### src/rtl/parallel_to_serial_dac.sv
// Serialises 16-bit processed samples MSB-first onto the codec DAC line, framed by an
// externally generated lrclk, with a one-word holding register and deterministic underrun handling.
module parallel_to_serial_dac #(
  parameter int WIDTH         = 16,
  parameter bit DUAL_CHANNEL  = 1'b1,
  parameter bit UNDERRUN_ZERO = 1'b0
) (
  input  logic             bclk,
  input  logic             reset_n,
  input  logic             lrclk,
  input  logic [WIDTH-1:0] in_data,
  input  logic             in_valid,
  output logic             in_ready,
  output logic             out_data,
  output logic             underrun,
  output logic             busy
);

  localparam int CW = $clog2(WIDTH);

  localparam logic [1:0] IDLE    = 2'd0;
  localparam logic [1:0] SHIFT_L = 2'd1;
  localparam logic [1:0] SHIFT_R = 2'd2;

  logic             lrclk_d1_r;
  logic             lrclk_d2_r;
  logic [WIDTH-1:0] hold_r;
  logic             hold_full_r;
  logic [WIDTH-1:0] shift_r;
  logic [WIDTH-1:0] last_sample_r;
  logic [CW-1:0]    bit_cnt_r;
  logic [1:0]       state_r;
  logic             out_data_r;
  logic             underrun_r;
  logic             underran_r;

  logic             start_l_s;
  logic             start_r_s;
  logic             accept_s;
  logic [WIDTH-1:0] load_l_s;
  logic [WIDTH-1:0] load_r_s;
  logic [WIDTH-1:0] shift_next_s;

  assign start_l_s = lrclk_d2_r & ~lrclk_d1_r;
  assign start_r_s = ~lrclk_d2_r & lrclk_d1_r;
  assign accept_s  = in_valid & ~hold_full_r;

  assign in_ready = ~hold_full_r;
  assign out_data = out_data_r;
  assign underrun = underrun_r;
  assign busy     = (state_r != IDLE);

  // Select the word each slot type loads; a zero-mode underrun keeps the right slot silent too.
  always_comb begin
    load_l_s     = {WIDTH{1'b0}};
    load_r_s     = {WIDTH{1'b0}};
    shift_next_s = shift_r << 1'b1;
    if (hold_full_r) begin
      load_l_s = hold_r;
    end else if (UNDERRUN_ZERO) begin
      load_l_s = {WIDTH{1'b0}};
    end else begin
      load_l_s = last_sample_r;
    end
    if (DUAL_CHANNEL && !(UNDERRUN_ZERO && underran_r)) begin
      load_r_s = last_sample_r;
    end else begin
      load_r_s = {WIDTH{1'b0}};
    end
  end

  // Two-stage lrclk delay line feeding the slot-start edge detect.
  always_ff @(negedge bclk or negedge reset_n) begin
    if (!reset_n) begin
      lrclk_d1_r <= 1'b0;
      lrclk_d2_r <= 1'b0;
    end else begin
      lrclk_d1_r <= lrclk;
      lrclk_d2_r <= lrclk_d1_r;
    end
  end

  // Holding register: drains at a left-slot start, otherwise accepts when empty.
  always_ff @(negedge bclk or negedge reset_n) begin
    if (!reset_n) begin
      hold_r      <= {WIDTH{1'b0}};
      hold_full_r <= 1'b0;
    end else if (start_l_s && hold_full_r) begin
      hold_full_r <= 1'b0;
    end else if (accept_s) begin
      hold_r      <= in_data;
      hold_full_r <= 1'b1;
    end
  end

  // Slot FSM and shifter; a start pulse always wins, so a short lrclk phase restarts at the MSB.
  always_ff @(negedge bclk or negedge reset_n) begin
    if (!reset_n) begin
      shift_r       <= {WIDTH{1'b0}};
      last_sample_r <= {WIDTH{1'b0}};
      bit_cnt_r     <= {CW{1'b0}};
      state_r       <= IDLE;
      out_data_r    <= 1'b0;
      underrun_r    <= 1'b0;
      underran_r    <= 1'b0;
    end else if (start_l_s) begin
      shift_r    <= load_l_s;
      out_data_r <= load_l_s[WIDTH-1];
      bit_cnt_r  <= CW'(WIDTH-1);
      state_r    <= SHIFT_L;
      underrun_r <= ~hold_full_r;
      underran_r <= ~hold_full_r;
      if (hold_full_r) begin
        last_sample_r <= hold_r;
      end
    end else if (start_r_s) begin
      shift_r    <= load_r_s;
      out_data_r <= load_r_s[WIDTH-1];
      bit_cnt_r  <= CW'(WIDTH-1);
      state_r    <= SHIFT_R;
      underrun_r <= 1'b0;
    end else begin
      underrun_r <= 1'b0;
      case (state_r)
        SHIFT_L, SHIFT_R: begin
          if (bit_cnt_r != {CW{1'b0}}) begin
            shift_r    <= shift_next_s;
            out_data_r <= shift_next_s[WIDTH-1];
            bit_cnt_r  <= bit_cnt_r - CW'(1);
          end else begin
            out_data_r <= 1'b0;
            state_r    <= IDLE;
          end
        end
        IDLE: begin
          out_data_r <= 1'b0;
        end
        default: begin
          out_data_r <= 1'b0;
          state_r    <= IDLE;
        end
      endcase
    end
  end

endmodule

### config.mk
export PLATFORM = sky130hd
export DESIGN_NAME = parallel_to_serial_dac
export DESIGN_NICKNAME = d
export VERILOG_FILES = /design/src/rtl/parallel_to_serial_dac.sv
export SDC_FILE = /design/constraint.sdc
export NUM_CORES = 1
export LEC_CHECK = 0
export BUFFER_PORTS_ARGS = -buffer_cell sky130_fd_sc_hd__buf_2
export CAP_MARGIN = 20
export CORE_ASPECT_RATIO = 1.75
export CORE_UTILIZATION = 59
export DETAILED_ROUTE_END_ITERATION = 10
export GPL_TIMING_DRIVEN = 1
export PLACE_DENSITY = 0.79
export SYNTH_ARGS = -nofsm -noshare
export SYNTH_HDL_FRONTEND = slang
export SYNTH_SLANG_ARGS = --single-unit
### constraint.sdc
create_clock -name bclk -period 2 [get_ports bclk]
set_input_delay 0.4 -clock bclk [delete_from_list [all_inputs] [get_ports bclk]]
set_output_delay 0.4 -clock bclk [all_outputs]
set_load 0.01 [all_outputs]
# After elaboration in Yosys (flattened, before gate mapping)
# Index checks and enable logic that the tools add are counted.
dict set report op_classes {
  n_bitwise 7
  n_reduce_logical 11
  n_mux 20
  eq_ne 4
  add_sub_neg 1
}
# operator n
set op_table {}
lappend op_table {{$mux W15} 4}
lappend op_table {{$mux W16} 1}
lappend op_table {{$mux W4} 4}
lappend op_table {{$mux W1} 7}
lappend op_table {{$mux W2} 3}
lappend op_table {{$reduce_and A2 Y1} 3}
lappend op_table {{$reduce_bool A3 Y1} 2}
lappend op_table {{$ne A4 B4 Y1 const B} 1}
lappend op_table {{$not A1 Y1} 4}
lappend op_table {{$pmux W2 S2} 1}
lappend op_table {{$reduce_bool A2 Y1} 2}
lappend op_table {{$reduce_bool A4 Y1} 1}
lappend op_table {{$sub A4 B1 Y4 const B} 1}
lappend op_table {{$and A1 B1 Y1} 3}
lappend op_table {{$ne A3 B3 Y1 const B} 1}
lappend op_table {{$eq A2 B1 Y1 const B} 1}
lappend op_table {{$eq A2 B2 Y1 const B} 1}
lappend op_table {{$logic_not A2 Y1} 1}
lappend op_table {{$reduce_or A2 Y1} 1}
lappend op_table {{$logic_and A1 B1 Y1} 1}
dict set report word_totals {
  register_bits 58
  out_inout_bits 4
  elab_cells 53
  inputBits 20
}

# Depth between registers and ports, before layout
# Gate-level depths: netlist of the first run.
dict set report logic_depth {
  word_depth 5
  depth_mapped 8
  mapped_depth_nobuf 6
}

==> metrics.md, run 1 <==
| Metric | Value |
|---|---|
| Worst-skew pair later-pin latency | around 330 ps |
| CP Class | flip-flop to output port |
| Top Family by Delay on Critical Path | flip-flops |
| N_diodes | 0 |
| Routed WL | approximately 5500 um |
| Setup-failing EPs final | 18 |
| Slew Limit Fails | 0 |
| Placed Area | slightly above 0.003 mm2 |
| Avg Cell Area, Syn | between 10 and 15 um2 |
| Leakage power | around 0.0016 uW |
| Nets | around 280 |
| CP Depth | 4 |
| Reg2Reg Depth | 6 |
| Fin util | about three quarters |
| Sequential share of the synthesized area | 52.5% |
| Cts hold-fix bufs | 0 |
| Pin count of the biggest net entering global routing | just under 60 |
| FF+latch count, synth | 58 |
| Min-Delay Path Depth | 0 |
| Die area | around 0.0050 mm2 |
| DP Cell Count | roughly 290 |
| Worst Hold Class | flip-flop to flip-flop |
| I/O Buffers | 23 |
| Design area | between 0.003 and 0.004 mm2 |
| Clock sinks | 58 |
| Final Hold Vio Count | 0 |
| Worst Skew | approximately 9.3 ps |
| Starting Density | just over 60% |
| Core Region | 0.00444 mm2 |
| Top cell by count, worst path | inv_2 |
| Critical path's largest stage delay | 430 ps |
| Row count | 32 |
| Detail Placement HPWL | 3130 um |
| Initial antenna violation count | 0 |
| Worst path arrival time | approximately 2100 ps |
| GRT overflow | 0 |
| Yosys cell types | 28 |
| DRC viols | 0 |
| Die Y | around 93 um |
| TritonCTS clock tree | yes |
| Max_slew headroom | between 70% and 80% |
| Via-to-Cell Ratio | just under 6 |
| Total power | a little under 5000 uW |
| Max-cap violation count | 0 |
| First-pass GRT wire length | 8960 um |
| Detailed Route Iter0 Violations | 29 |
| Synth-to-Final Area Change | 22.2% |
| Unrepaired setup endpoints after global routing | yes |
| Total GRT Usage | 25.7% |
| Root buffer cell | clkbuf_8 |
| Slowest CP cell | dfrtn_1 |
| Vias in the first global route | 1873 |
| CP Buf/Inv Count | 3 |
| Fin cells | 313 |
| Share of layout cells above drive strength 1 | 40.8% |
| Critical Path Fanout Max | 2 |
| Clock slew at reported path FFs | ~50 ps |
| Post-Synthesis Cells | 222 |
| Drt first pass iters | 4 |
| VDD IR max | 0.000989 V |
| Clock Path Buffers | 2 |
| Fillers | between 200 and 300 |
| Pwr per Cell Area | about 1400 mW/mm2 |
| Worst-margin pin slew | roughly 370 ps |
| Failing checks | setup timing |
| CTS Buf Count | 9 |
| Critical path, cell by cell | inv_2, ha_4, inv_2, buf_6 |
| GPL Wtd Cong | 0.757 |
| Status | finished with violations |
| Post-DR wirelength/cell | 17.4 um |
| YS warnings | 0 |
| Netlist Area Pre-Place | 0.00277 mm2 |
| Routed vias | about 1800 |
| I/O Pins | 24 |
| Crit path required time | 1600 ps |
| Worst Setup Start Kind | flip-flop |
| ANT nets after route | 0 |
| Die width | roughly 54 um |
| Syn Nets | around 250 |
| Setup slack after layout | -489 ps |
| Worst setup EP type | output port |
| Max H-tree Level | 3 |
-- layer usage --
metal | vias to the layer above | wire length, um | global-route usage [%]
li1 | 861 | - | -
met1 | 911 | 2240 | 31.9
met2 | 32 | 2870 | 39.3
met3 | 12 | 208 | 7.39
met4 | 0 | 134 | 13.4
met5 | - | 0 | 0
-- power breakdown --
group	leakage [uW]	switching (uW)	internal, uW
clock	0.000120	466	821
combinational	0.000776	579	898
sequential	0.000678	340	1710
-- final timing paths --
| kind | startpoint | endpoint | slack, ps |
|---|---|---|---|
| min in group asynchronous | reset_n | bit_cnt_r[1] | 950 |
| min reg2reg | lrclk_d1_r | lrclk_d2_r | 390 |
| max | state_r[1] | busy | -490 |
| min | lrclk_d1_r | lrclk_d2_r | 390 |
| max reg2reg | lrclk_d1_r | shift_r[12] | 180 |
| max in group asynchronous | reset_n | last_sample_r[7] | 760 |
-- layout by cell type, fill, tap and decap left out, types with 2 or more instances in the layout --
cell type and instances:
ha_1 2, dfrtn_1 58, buf_2 20, mux2_4 16
inv_1 8, buf_12 3, buf_4 10, and2b_1 2
clkbuf_8 9, clkinv_2 3, a211oi_1 14, buf_6 3
a31oi_1 3, nor2_1 8, mux2_2 30, clkbuf_16 2
bufinv_16 3, a21oi_1 19, mux2i_1 17, nor2b_1 13
inv_2 2
-- metrics by stage --
stage          hold WS (ps)  setup TNS, ps  setup WS, ps
5_1_grt                 393          -2110          -536
3_5_place_dp            391          -5550          -352
6_report                390          -1670          -489
3_3_place_gp            378          -5330          -335
2_1_floorplan           339          -3800          -272
4_1_cts                 390          -1410          -504
-- cells in the mapped netlist --
master / number / area [um2]
dfrtn_1: 58 / 1450
mux2_2: 46 / 518
a21oi_1: 19 / 95.1
mux2i_1: 17 / 170
a211oi_1: 14 / 105
nor2b_1: 14 / 87.6
inv_1: 10 / 37.5
buf_2: 8 / 40.0
nor2_1: 8 / 30.0
buf_4: 4 / 30.0
ha_1: 4 / 50.1
a31oi_1: 3 / 18.8
and2b_1: 2 / 15.0
a21o_1: 1 / 7.51
a221oi_1: 1 / 8.76
and2_1: 1 / 6.26
buf_6: 1 / 11.3
clkbuf_1: 1 / 3.75
mux2_1: 1 / 11.3
nand2_4: 1 / 11.3
nand2b_1: 1 / 6.26
nand3_1: 1 / 5.00
nor3_1: 1 / 5.00
nor3b_2: 1 / 12.5
o21a_1: 1 / 7.51
o21ai_0: 1 / 5.00
o21ai_2: 1 / 8.76
or3_1: 1 / 6.26
-- layout make-up --
cell class / instances / area [um2] / share of cell area [%]
Tap cell: 51 / 63.8 / 1.89
Clock inverter: 6 / 105 / 3.11
Timing Repair Buffer: 38 / 319 / 9.44
Multi-Input combinational cell: 140 / 1270 / 37.7
Clock buffer: 10 / 128 / 3.78
Inverter: 10 / 37.5 / 1.11
Sequential cell: 58 / 1450 / 43.0
-- cell families (layout without fill, tap and decap cells) --
kind of cell	after synthesis	in the layout	share of synthesized area [%]
buf+inv	24	64	4.43
simple gates	31	31	6.70
compound gates	41	41	9.28
fa+ha+maj	4	4	1.81
flops	58	58	52.5
mux	64	64	25.3
-- registers in the layout, indices dropped and copies added, names as in the netlist --
register and cells:
hold_r 16, bit_cnt_r 4, lrclk_d2_r 1, shift_r 15
last_sample_r 16, state_r 2, lrclk_d1_r 1, underrun 1
hold_full_r 1, out_data 1
-- timing repair --
item,CTS,global route
setup endpoints to repair,8,26
gates resized for setup,3,13
gates cloned,1,1
setup buffers,0,1
(Power assumes the default switching activity.)
==> run 2, diff against run 1 <==
- CORE_UTILIZATION: 59 -> 61
- CTS_BUF_LIST: not set -> sky130_fd_sc_hd__clkbuf_8
- GPL_ROUTABILITY_DRIVEN: not set -> 0
- PLACE_DENSITY: 0.79 -> 0.81
==> run 2 against run 1 <==
Effect of this change:
- count of clock-buffer cells in the layout unchanged
- largest cell class unchanged
- sequential power about the same
- clock power down 29%
- the flow still finishes with violations (setup timing)
- setup slack better by 10 ps
- critical path type unchanged
==> metrics.md, run 2 (synthesis gave the netlist of run 1 again) <==
| Metric | Value |
|---|---|
| Crit path required time | 1600 ps (about the same) |
| Root buffer cell | clkbuf_8 (unchanged) |
| Drt first pass iters | 4 (unchanged) |
| Row count | 32 (unchanged) |
| Final Hold Vio Count | 0 (unchanged) |
| Highest routed layer | met4 (unchanged) |
| Clock sinks | 58 (unchanged) |
| WL met2 | 3020 um (was 2870 um) |
| CTS Buf Count | 9 (unchanged) |
| ANT nets after route | 0 (unchanged) |
| Setup slack after layout | -479 ps (was -489 ps) |
| Status | finished with violations (unchanged) |
| Unrepaired setup endpoints after global routing | yes (unchanged) |
| Nets | 280 (was 281) |
| CP Buf/Inv Count | 3 (unchanged) |
| Leakage power | 0.00154 uW (was 0.00157 uW) |
| Die width | 52.9 um (was 53.8 um) |
| N_diodes | 0 (unchanged) |
| Pin count of the biggest net entering global routing | 59 (unchanged) |
| CP Class | flip-flop to output port (unchanged) |
| Max-cap violation count | 0 (unchanged) |
| Critical Path Fanout Max | 2 (unchanged) |
| GRT overflow | 0 (unchanged) |
| Worst Skew | 7.63 ps (was 9.34 ps) |
| Post-DR wirelength/cell | 17.5 um (was 17.4 um) |
| Max_slew headroom | 71.4% (was 75.2%) |
| Worst path arrival time | 2080 ps (was 2090 ps) |
| DRC viols | 0 (unchanged) |
| TritonCTS clock tree | yes (unchanged) |
| Share of layout cells above drive strength 1 | 40.2% (was 40.8%) |
| Vias in the first global route | 1923 (was 1873) |
| First-pass GRT wire length | 8880 um (was 8960 um) |
| I/O Buffers | 23 (unchanged) |
| Core Region | 0.00436 mm2 (was 0.00444 mm2) |
| Failing checks | setup timing (unchanged) |
| Starting Density | 63.4% (was 62.2%) |
| DP Cell Count | 292 (was 294) |
| VDD IR max | 0.000941 V (was 0.000989 V) |
| Most common cell after layout, fill and taps aside | dfrtn_1 (unchanged) |
| Initial antenna violation count | 0 (unchanged) |
| Routed metal-1 wire length | 2210 um (was 2240 um) |
| Detail Placement HPWL | 3290 um (was 3130 um) |
| Setup TNS | -1600 ps (was -1670 ps) |
| I/O Pins | 24 (unchanged) |
| Detailed Route Iter0 Violations | 25 (was 29) |
| Setup-failing EPs final | 15 (was 18) |
| Critical path, cell by cell | inv_2, ha_4, inv_2, buf_6 (unchanged) |
| Die area | 0.00482 mm2 (was 0.00498 mm2) |
| Via-to-Cell Ratio | 5.87 (was 5.80) |
| Routed vias | 1830 (was 1816) |
| Worst setup EP type | output port (unchanged) |
| Top cell by count, worst path | inv_2 (unchanged) |
| Commonest non-fill, non-tap cells in the layout | dfrtn_1, mux2_2, buf_2 (unchanged) |
| Synth-to-Final Area Change | 19.8% (was 22.2%) |
| Fillers | 283 (was 296) |
| Largest registers | hold_r x16, last_sample_r x16, shift_r x15 (unchanged) |
| Clock slew at reported path FFs | 50 ps (about the same) |
| Fin util | 75.9% (was 76.0%) |
| Max H-tree Level | 3 (unchanged) |
| Worst Setup Start Kind | flip-flop (unchanged) |
| Met3 wire length | 109 um (was 208 um) |
| Die Y | 91.1 um (was 92.6 um) |
| Total GRT Usage | 26.3% (was 25.7%) |
| Top Family by Delay on Critical Path | flip-flops (unchanged) |
| Slowest CP cell | dfrtn_1 (unchanged) |
| Worst-skew pair later-pin latency | 320 ps (was 330 ps) |
| Routed WL | 5480 um (was 5460 um) |
| Fin cells | 312 (was 313) |
| Worst-margin pin slew | 429 ps (was 372 ps) |
| Pwr per Cell Area | 1350 mW/mm2 (was 1430 mW/mm2) |
| Slew Limit Fails | 0 (unchanged) |
| Critical path's largest stage delay | 420 ps (was 430 ps) |
| Clock Path Buffers | 2 (unchanged) |
| Worst Hold Class | flip-flop to flip-flop (unchanged) |
run 2: cell types whose count changed in the layout (fill, tap and decap cells not counted):
cell,change
buf_12,+1
ha_1,+1
inv_1,+1
ha_2,-1
buf_2,+1
bufinv_16,-3
clkbuf_8,+1
clkinvlp_4,+2
clkbuf_1,-1
buf_4,-2
buf_6,-1
run 2: final timing paths:
check | cells past startpoint | startpoint | endpoint | slack (ps)
worst max-delay path | 4 | state_r[1] | busy | -480
worst min-delay path | 0 | lrclk_d1_r | lrclk_d2_r | 350
worst max register to register | 6 | lrclk_d1_r | shift_r[14] | 120
worst min register to register | 0 | lrclk_d1_r | lrclk_d2_r | 350
max in group asynchronous | 2 | reset_n | shift_r[2] | 750
min in group asynchronous | 2 | reset_n | hold_r[3] | 950
run 2: worst reg2reg max path: stages, from the launching register on:
cell,delay [ps]
dfrtn_1,430
ha_1,430
buf_12,210
nor2b_1,60
a211oi_1,260
a21oi_1,70
mux2_2,270
run 2: cell type report:
class | instances | area, um2 | area share [%]
multi-input combinational | 140 | 1270 | 38.4
sequential | 58 | 1450 | 43.8
tap | 51 | 63.8 | 1.93
clock buffer | 10 | 138 | 4.15
timing repair buffer | 37 | 318 | 9.59
clock inverter | 6 | 33.8 | 1.02
inverter | 10 | 37.5 | 1.13
run 2: power breakdown:
| part | leakage, uW | internal [uW] | switching [uW] |
|---|---|---|---|
| Clock | 0.0000892 | 471 | 448 |
| Combinational | 0.000775 | 893 | 587 |
| Sequential | 0.000678 | 1710 | 354 |
| Total | 0.00154 | 3080 | 1390 |
run 2: per-layer routing:
| metal | vias up | track usage, % |
|---|---|---|
| met4 | 0 | 12.5 |
| met5 | - | 0 |
| li1 | 866 | - |
| met3 | 9 | 6.70 |
| met2 | 22 | 44.0 |
| met1 | 933 | 30.1 |
run 2: timing repair:
| item | in CTS | in global routing |
|---|---|---|
| gates resized for setup | 4 | 10 |
| cloned | 1 | 1 |
| endpoints found under the setup margin | 7 | 20 |
| setup buffers | 1 | 1 |
| hold buffers | 0 | 0 |
run 2: through the flow:
step                      worst slack, ps  instance area, um2  hold WS, ps  total power (uW)
after global routing                 -529                3310          366              4730
after CTS                            -490                3250          355              4410
after global placement               -330                3020          344              3330
after floorplan                      -272                2810          339              3060
after detailed placement             -354                3020          353              3420
final                                -479                3310          355              4460
